$ cat config.mk
export PLATFORM = sky130hd
export DESIGN_NAME = inst_fetch_buffer
export DESIGN_NICKNAME = d
export VERILOG_FILES = /design/src/rtl/inst_fetch_buffer.sv
export SDC_FILE = /design/constraint.sdc
export NUM_CORES = 1
export LEC_CHECK = 0
export ABC_AREA = 1
export CORE_MARGIN = 1.5
export CORE_UTILIZATION = 57
export CTS_CLUSTER_SIZE = 24
export DETAILED_ROUTE_END_ITERATION = 8
export PLACE_DENSITY = 0.82
export SYNTH_ARGS = -nofsm -noshare
export SYNTH_HDL_FRONTEND = slang
export SYNTH_SLANG_ARGS = --single-unit
$ cat constraint.sdc
create_clock -name i_clk -period 5.7 [get_ports i_clk]
set_clock_uncertainty 0.15 [all_clocks]
set_input_delay 1.14 -clock i_clk [delete_from_list [all_inputs] [get_ports i_clk]]
set_output_delay 1.14 -clock i_clk [all_outputs]
set_load 0.01 [all_outputs]
$ cat src/rtl/inst_fetch_buffer.sv
// Instruction fetch stage: issues fetch requests under a credit limit, tags in-order
// responses with their PC and queues (pc, inst) pairs for decode.
//
// state | meaning
// IDLE  | no request on the address channel
// REQ   | inst_req asserted, waiting for inst_addr_ok
// DRAIN | flushed; dropping responses still owed by memory
module inst_fetch_buffer #(
    parameter int DEPTH  = 4,
    parameter int ADDR_W = 32,
    parameter int DATA_W = 32
) (
    input  logic              i_clk,
    input  logic              i_rst,
    input  logic              i_pc_ce,
    input  logic [ADDR_W-1:0] i_pc_addr,
    output logic              o_pc_advance,
    input  logic              i_flush,
    output logic              o_inst_req,
    output logic [ADDR_W-1:0] o_inst_addr,
    input  logic              i_inst_addr_ok,
    input  logic [DATA_W-1:0] i_inst_rdata,
    input  logic              i_inst_data_ok,
    output logic              o_id_valid,
    output logic [ADDR_W-1:0] o_id_pc,
    output logic [DATA_W-1:0] o_id_inst,
    input  logic              i_id_ready
);

    localparam int CW = $clog2(DEPTH) + 1;
    localparam int PW = $clog2(DEPTH);
    localparam logic [CW:0] LP_DEPTH = (CW+1)'(DEPTH);

    typedef enum logic [1:0] {
        S_IDLE  = 2'd0,
        S_REQ   = 2'd1,
        S_DRAIN = 2'd2
    } state_t;

    state_t            r_state;
    state_t            w_state_next;

    logic [ADDR_W-1:0] r_inst_addr;
    logic [CW-1:0]     r_fifo_count;
    logic [CW-1:0]     r_inflight;
    logic [CW-1:0]     r_discard;

    logic [ADDR_W-1:0] r_fifo_pc   [DEPTH];
    logic [DATA_W-1:0] r_fifo_inst [DEPTH];
    logic [PW-1:0]     r_fifo_rd;
    logic [PW-1:0]     r_fifo_wr;

    logic [ADDR_W-1:0] r_tag_pc [DEPTH];
    logic [PW-1:0]     r_tag_rd;
    logic [PW-1:0]     r_tag_wr;

    logic              w_req;
    logic              w_accept;
    logic              w_drop;
    logic              w_push;
    logic              w_pop;
    logic              w_tag_push;
    logic              w_load_addr;
    logic [CW-1:0]     w_inflight_next;
    logic [CW-1:0]     w_fifo_count_next;
    logic [CW:0]       w_credits;
    logic [CW:0]       w_credits_after;
    logic              w_start;
    logic              w_continue;

    assign w_req      = (r_state == S_REQ);
    assign w_accept   = w_req & i_inst_addr_ok;
    assign w_drop     = i_inst_data_ok & (r_discard != '0);
    assign w_push     = i_inst_data_ok & (r_discard == '0) & ~i_flush;
    assign w_pop      = o_id_valid & i_id_ready & ~i_flush;
    assign w_tag_push = w_accept & ~i_flush;

    assign w_inflight_next   = r_inflight + CW'(w_accept) - CW'(i_inst_data_ok);
    assign w_fifo_count_next = r_fifo_count + CW'(w_push) - CW'(w_pop);

    // Every accepted address holds a FIFO slot until its entry is popped,
    // so a returning response can never find the FIFO full.
    assign w_credits       = {1'b0, r_fifo_count} + {1'b0, r_inflight};
    assign w_credits_after = {1'b0, w_fifo_count_next} + {1'b0, w_inflight_next};
    assign w_start         = i_pc_ce & (w_credits < LP_DEPTH);
    assign w_continue      = i_pc_ce & (w_credits_after < LP_DEPTH);

    always_ff @(posedge i_clk) begin
        if (i_rst) begin
            r_state <= S_IDLE;
        end else begin
            r_state <= w_state_next;
        end
    end

    always_comb begin
        w_state_next = r_state;
        if (i_flush) begin
            w_state_next = (w_inflight_next != '0) ? S_DRAIN : S_IDLE;
        end else begin
            case (r_state)
                S_IDLE:  if (w_start) w_state_next = S_REQ;
                S_REQ:   if (i_inst_addr_ok && !w_continue) w_state_next = S_IDLE;
                S_DRAIN: if (i_inst_data_ok && (r_discard == CW'(1))) w_state_next = S_IDLE;
                default: w_state_next = S_IDLE;
            endcase
        end
    end

    always_comb begin
        o_inst_req   = w_req;
        o_pc_advance = w_accept;
        w_load_addr  = 1'b0;
        if (!i_flush) begin
            case (r_state)
                S_IDLE:  w_load_addr = w_start;
                S_REQ:   w_load_addr = i_inst_addr_ok & w_continue;
                default: w_load_addr = 1'b0;
            endcase
        end
    end

    // A flush keeps counting the same-cycle accept and response in inflight;
    // everything still owed by memory becomes discard.
    always_ff @(posedge i_clk) begin
        if (i_rst) begin
            r_inst_addr  <= '0;
            r_fifo_count <= '0;
            r_inflight   <= '0;
            r_discard    <= '0;
            r_fifo_rd    <= '0;
            r_fifo_wr    <= '0;
            r_tag_rd     <= '0;
            r_tag_wr     <= '0;
        end else begin
            r_inflight <= w_inflight_next;
            if (w_load_addr) r_inst_addr <= i_pc_addr;
            if (i_flush) begin
                r_fifo_count <= '0;
                r_discard    <= w_inflight_next;
                r_fifo_rd    <= '0;
                r_fifo_wr    <= '0;
                r_tag_rd     <= '0;
                r_tag_wr     <= '0;
            end else begin
                r_fifo_count <= w_fifo_count_next;
                r_discard    <= r_discard - CW'(w_drop);
                if (w_push)     r_fifo_wr <= r_fifo_wr + 1'b1;
                if (w_pop)      r_fifo_rd <= r_fifo_rd + 1'b1;
                if (w_tag_push) r_tag_wr  <= r_tag_wr + 1'b1;
                if (w_push)     r_tag_rd  <= r_tag_rd + 1'b1;
            end
        end
    end

    always_ff @(posedge i_clk) begin
        if (w_tag_push) r_tag_pc[r_tag_wr] <= r_inst_addr;
        if (w_push) begin
            r_fifo_pc[r_fifo_wr]   <= r_tag_pc[r_tag_rd];
            r_fifo_inst[r_fifo_wr] <= i_inst_rdata;
        end
    end

    assign o_inst_addr = r_inst_addr;
    assign o_id_valid  = (r_fifo_count != '0);
    assign o_id_pc     = r_fifo_pc[r_fifo_rd];
    assign o_id_inst   = r_fifo_inst[r_fifo_rd];

endmodule

# Word-level counts from Yosys, hierarchy flattened

Memories as Yosys holds them, arrays and structs flattened. A register that Yosys moved wholly into a read port is not among the register bits.
Index checks and enable logic that the tools add are counted.

Word-level logic and storage cells: 71
Bits in registers: 51
Memories kept: 3
Bits in writable memories: 384

Memory list:

| name        | words | width | rd ports | clocked after memory_dff | wr ports | line | RTL |
|---|---|---|---|---|---|---|---|
| r_fifo_inst | 4     | 32    | 1        | 1                        | 1        | 49   | `logic [DATA_W-1:0] r_fifo_inst [DEPTH];` |
| r_fifo_pc   | 4     | 32    | 1        | 1                        | 1        | 48   | `logic [ADDR_W-1:0] r_fifo_pc [DEPTH];` |
| r_tag_pc    | 4     | 32    | 1        | 1                        | 1        | 53   | `logic [ADDR_W-1:0] r_tag_pc [DEPTH];` |

Muxes and demuxes: 19
Reductions and logical operators: 10
Bitwise logic cells: 11
Eq/ne operators: 6
Order comparisons: 2
Add/sub/neg operators: 11

Operator list:

| operator                                                    | count |
|---|---|
| two-way mux 2 bit                                           | 11 |
| AND 1 bit                                                   | 10 |
| nonzero test 3 bit                                          | 3 |
| subtractor 3 x 1 -> 3 bit                                   | 3 |
| adder 2 x 1 -> 2 bit (second input constant)                | 4 |
| adder 3 x 3 -> 4 bit                                        | 2 |
| less-than comparator 4 x 3 -> 1 bit (second input constant) | 2 |
| adder 3 x 1 -> 3 bit                                        | 2 |
| inequality test 3 bit (second input constant)               | 2 |
| case mux 2 bit (3 select lines)                             | 1 |
| two-way mux 1 bit                                           | 5 |
| == test 3 x 1 -> 1 bit (second input constant)              | 1 |
| zero test 3 bit                                             | 1 |
| two-way mux 3 bit                                           | 1 |
| inequality test 3 x 2 -> 1 bit (second input constant)      | 1 |
| AND reduction 3 bit                                         | 1 |
| == test 2 x 1 -> 1 bit (second input constant)              | 1 |
| == test 2 bit (second input constant)                       | 1 |
| logical AND 1 bit                                           | 2 |
| zero test 2 bit                                             | 1 |
| case mux 1 bit (2 select lines)                             | 1 |
| OR reduction 2 bit                                          | 1 |
| zero test 1 bit                                             | 1 |
| NOT 1 bit                                                   | 1 |

# Logic depth before layout (Yosys ltp)

Depth after elaboration: 13
Depth in mapped cells: 22
Depth with buffers taken out: 21

# Worst setup path before layout

Ideal clock, no wire load.

Path kind: input to register
Start point: input port i_flush
End point: memory r_fifo_inst[0][0] (enable)
Setup slack: 0.858 ns
Path buffers: 1
Stages: 4
Arrival: 4.206 ns
Cells stage by stage: inv_2 -> nand4_1 -> buf_2 -> nor2_1

Cells in the longest elaborated chain, start to end: 4

RTL lines:

| element                                 | line | RTL |
|---|---|---|
| from (decl)                             | 18   | `input logic i_flush,` |
| NOT 1 bit                               | 74   | `assign w_push = i_inst_data_ok & (r_discard == '0) & ~i_flush;` |
| AND 1 bit                               | 74   |  |
| two-way mux 1 bit                       | 158  | `if (w_push) begin` |
| two-way mux 1 bit (not written as such) | 160  | `r_fifo_inst[r_fifo_wr] <= i_inst_rdata;` |
| to (decl)                               | 49   |  |

No other way between the ends.

# Worst setup path after layout

Start point: input port i_flush
End point: register r_inst_addr[16], in the netlist o_inst_addr[16]

Cells in the longest elaborated chain, start to end: 10
Elaborated cells between the ends (all ways): 11
Classes of those cells: 3 x add/sub; 1 x order compare; 2 x mux; 5 x bitwise

RTL lines:

| element                                 | line   | RTL |
|---|---|---|
| NOT 1 bit (*)                           | 74, 75 |  |
| AND 1 bit                               | 74     |  |
| adder 3 x 1 -> 3 bit                    | 79     | `assign w_fifo_count_next = r_fifo_count + CW'(w_push) - CW'(w_pop);` |
| subtractor 3 x 1 -> 3 bit (*)           | 79     |  |
| via w_fifo_count_next[2]                | 65     | `logic [CW-1:0] w_fifo_count_next;` |
| adder 3 x 3 -> 4 bit (*)                | 84     | `assign w_credits_after = {1'b0, w_fifo_count_next} + {1'b0, w_inflight_next};` |
| less-than comparator 4 x 3 -> 1 bit (*) | 86     | `assign w_continue = i_pc_ce & (w_credits_after < LP_DEPTH);` |
| AND 1 bit (*)                           | 86     |  |
| AND 1 bit (*)                           | 117    | `S_REQ: w_load_addr = i_inst_addr_ok & w_continue;` |
| case mux 1 bit (2 select lines) (*)     | 115    | `case (r_state)` |
| two-way mux 1 bit (*)                   | 114    | `if (!i_flush) begin` |
| to (signal assigned)                    | 137    | `if (w_load_addr) r_inst_addr <= i_pc_addr;` |
| to (decl)                               | 43     | `logic [ADDR_W-1:0] r_inst_addr;` |

The timed path passes the listed nets; every way through them passes the cells marked *.
A chain may end at the register's enable or synchronous reset.

==> results.toml <==
[power_and_ir_drop]
ir_drop_mv = 0.217
power.internal_mw = 5.37
combPwrFrac_pct = 6.8
p_per_area_mw_per_mm2 = 336
pwr-share-seq_pct = 53.6
switchingPower_mw = 1.43
pwr-share-clk_pct = 39.6
swShare_pct = 21.0
p_leak_nw = 7.01
finalPower_mw = 6.80

[clock_tree]
clock_path_buffers = 3
clkTransAtPathRegs_ns = 0.06
cts_setup_buffers = 0
cts_buffers = 41
h-tree-depth = 2
cts-resized-gates = 0
clk_latency_ns = 0.53
root_buffer = "clkbuf_16"
hold_buffers = 0
clock-sinks = 439
cts_tree = "built"

[placed_design]
gp_congestion = 0.772
port_buffers = 169
hpwl_mm = 19.9

[global_routing]
use_met3_pct = 3.55
grtUsageMet2_pct = 38.9
grtUsageMet1_pct = 30.8
grt-ovfl-total = 0
grt_pass1_vias = 10400
top_usage_layer = "met2"
globalRouteTotalUtil_pct = 22.8
antenna_found_initial = 0
grt_max_degree = 101
grt_pass1_wl_mm = 54.5

[logic_synthesis]
syn-cell-area_sq_mm = 0.0169
synth.avg_cell_area_sq_um = 12.9
ys_warn_count = 0
ys_types = 31
synthesis.nets = 1404
yosysSeqAreaShare_pct = 74.8
netlist_instances = 1313
synth-seq-cells = 439

[finish]
nets = 1557
area_delta_synth_final_pct = 19.9
fillCellCount = 1853
most-common-layout-cells = "edfxtp_1, nor2_1, o21ai_0"
final-seq-area_sq_mm = 0.0126
multi_input_area_sq_mm = 0.00360
final_common_cell = "edfxtp_1"
post-route-util_pct = 70.0
antenna_cells = 0
drive_gt1_share_pct = 6.74

[timing]
finalSetupViolations = 0
hold_ws_ns = 0.321
finalCriticalPeriod_ns = 4.43
setup_tns_ns = 0
slew_viol_final = 0
fin_crit_sh_pct = 77.6
hold_viol_final = 0
tightestPinTransition_ns = 1.00
fmax_mhz = 226
maxSlewHeadroom_pct = 33.1
rsz0062_at_grt = "false"

[critical_path]
critPathMaxFanout = 64
crit_required_ns = 5.98
slowest_delay_ns = 0.51
critPathKind = "in2reg"
critical-path-slowest-cell = "clkdlybuf4s50_1"
startpoint_type = "input pin"
path_buf_inv = 6
cp.arrival_ns = 4.70
crit_chain = "clkdlybuf4s50_1, inv_2, nand4_1, buf_4, ha_1, inv_1, ha_1, fa_1, xor2_1, xor2_1, inv_1, ha_1, inv_1, nand2_1, nor2_1, nand3_4, nand2_8, nand3_1, nand2_1, nor2_1"
cp-end-kind = "flip-flop"
crit_family = "adder cells"

[floorplanning]
start_util_pct = 58.4
die_w_um = 175
die_h_um = 175
dieArea_sq_mm = 0.0307
rows = 62
core_sq_mm = 0.0289
io_pins = 170

[worst_hold_path]
hp-class = "reg2reg"

[job]
cap_violations = 0

[drt]
drtAntennaViolNets = 0
post_drt_via_cell_ratio = 5.71
dr.pass1.iters = 5
wl_per_cell_um = 18.7
vias = 10800
drc = 0
postRouteWirelength_mm = 35.1
first_iter_violations = 996

[status]
outcome = "finished clean"
-- area by class of cell --
type	count	area share, %
Clock buffer	48	5.30
Multi-Input combinational cell	714	17.8
Clock inverter	27	1.32
Sequential cell	439	62.4
Inverter	82	1.53
Tap cell	384	2.37
Timing Repair Buffer	188	9.31
-- worst min-delay path, stage by stage (launching register included) --
cell and delay [ns]:
dfxtp_1 0.31, inv_1 0.05, a21oi_1 0.07
-- sequential cells by signal, indices dropped and copies added, names as in the netlist, named ones only --
name	flops
o_inst_addr	32
r_discard	3
r_fifo_count	3
r_fifo_inst	128
r_fifo_pc	128
r_fifo_rd	2
r_fifo_wr	2
r_inflight	3
r_state	2
r_tag_pc	128
r_tag_rd	2
r_tag_wr	2
-- path summary, 6_finish.rpt --
path / cells after the start / start / to / slack, ns
worst max-delay path: 20 / i_flush / o_inst_addr[16] / 1.27
worst min-delay path: 2 / r_fifo_rd[1] / flip-flop / 0.32
worst max register to register: 19 / r_discard[1] / o_inst_addr[16] / 2.02
worst min register to register: 2 / r_fifo_rd[1] / flip-flop / 0.32
-- metal layers --
metal | vias up | routed length, um
li1 | 5032 | -
met1 | 5237 | 14900
met5 | - | 0
met4 | 0 | 545
met2 | 435 | 17400
met3 | 51 | 2270
-- cell usage after synthesis, drive strengths merged --
cell type	count	area share, %
fa	2	0.24
clkinv	1	0.022
nand4	2	0.074
o22a	1	0.052
nor3	2	0.059
o22ai	96	3.6
nor2	255	5.7
nand2	54	1.3
dfxtp	55	6.5
inv	81	1.8
clkbuf	39	0.88
a21boi	1	0.044
nand3	39	1.2
xor2	4	0.21
ha	18	1.3
nand3b	1	0.044
buf	39	1.5
edfxtp	384	68
o21ai	197	5.8
a21oi	42	1.4
-- metrics by stage --
stage / setup slack, ns / cells / area (sq um)
3_5_place_dp: 0.757 / 1807 / 18900
3_3_place_gp: 0.852 / 1807 / 18900
6_report: 1.27 / 1882 / 20200
5_1_grt: 1.01 / 1882 / 20200
2_1_floorplan: 0.858 / 1313 / 16900
4_1_cts: 1.26 / 1882 / 20200
-- power by group through the flow --
stage	clock [mW]	combinational, mW	sequential, mW
2_1_floorplan	0	0.246	3.70
3_3_place_gp	0	0.445	3.70
3_5_place_dp	0	0.459	3.71
4_1_cts	2.73	0.462	3.64
5_1_grt	2.86	0.507	3.65
6_report	2.70	0.460	3.64
-- logic make-up after synthesis --
| kind of cell | count (synthesis) | synth area share (%) |
|---|---|---|
| flip-flops | 439 | 74.8 |
| AO/OA/AOI/OAI | 337 | 10.8 |
| AND/OR/NAND/NOR | 353 | 8.43 |
| XOR/XNOR | 4 | 0.207 |
| adder cells (fa/ha/maj) | 20 | 1.57 |
| buffers and inverters | 160 | 4.18 |
Power figures use the tool's default switching activity.
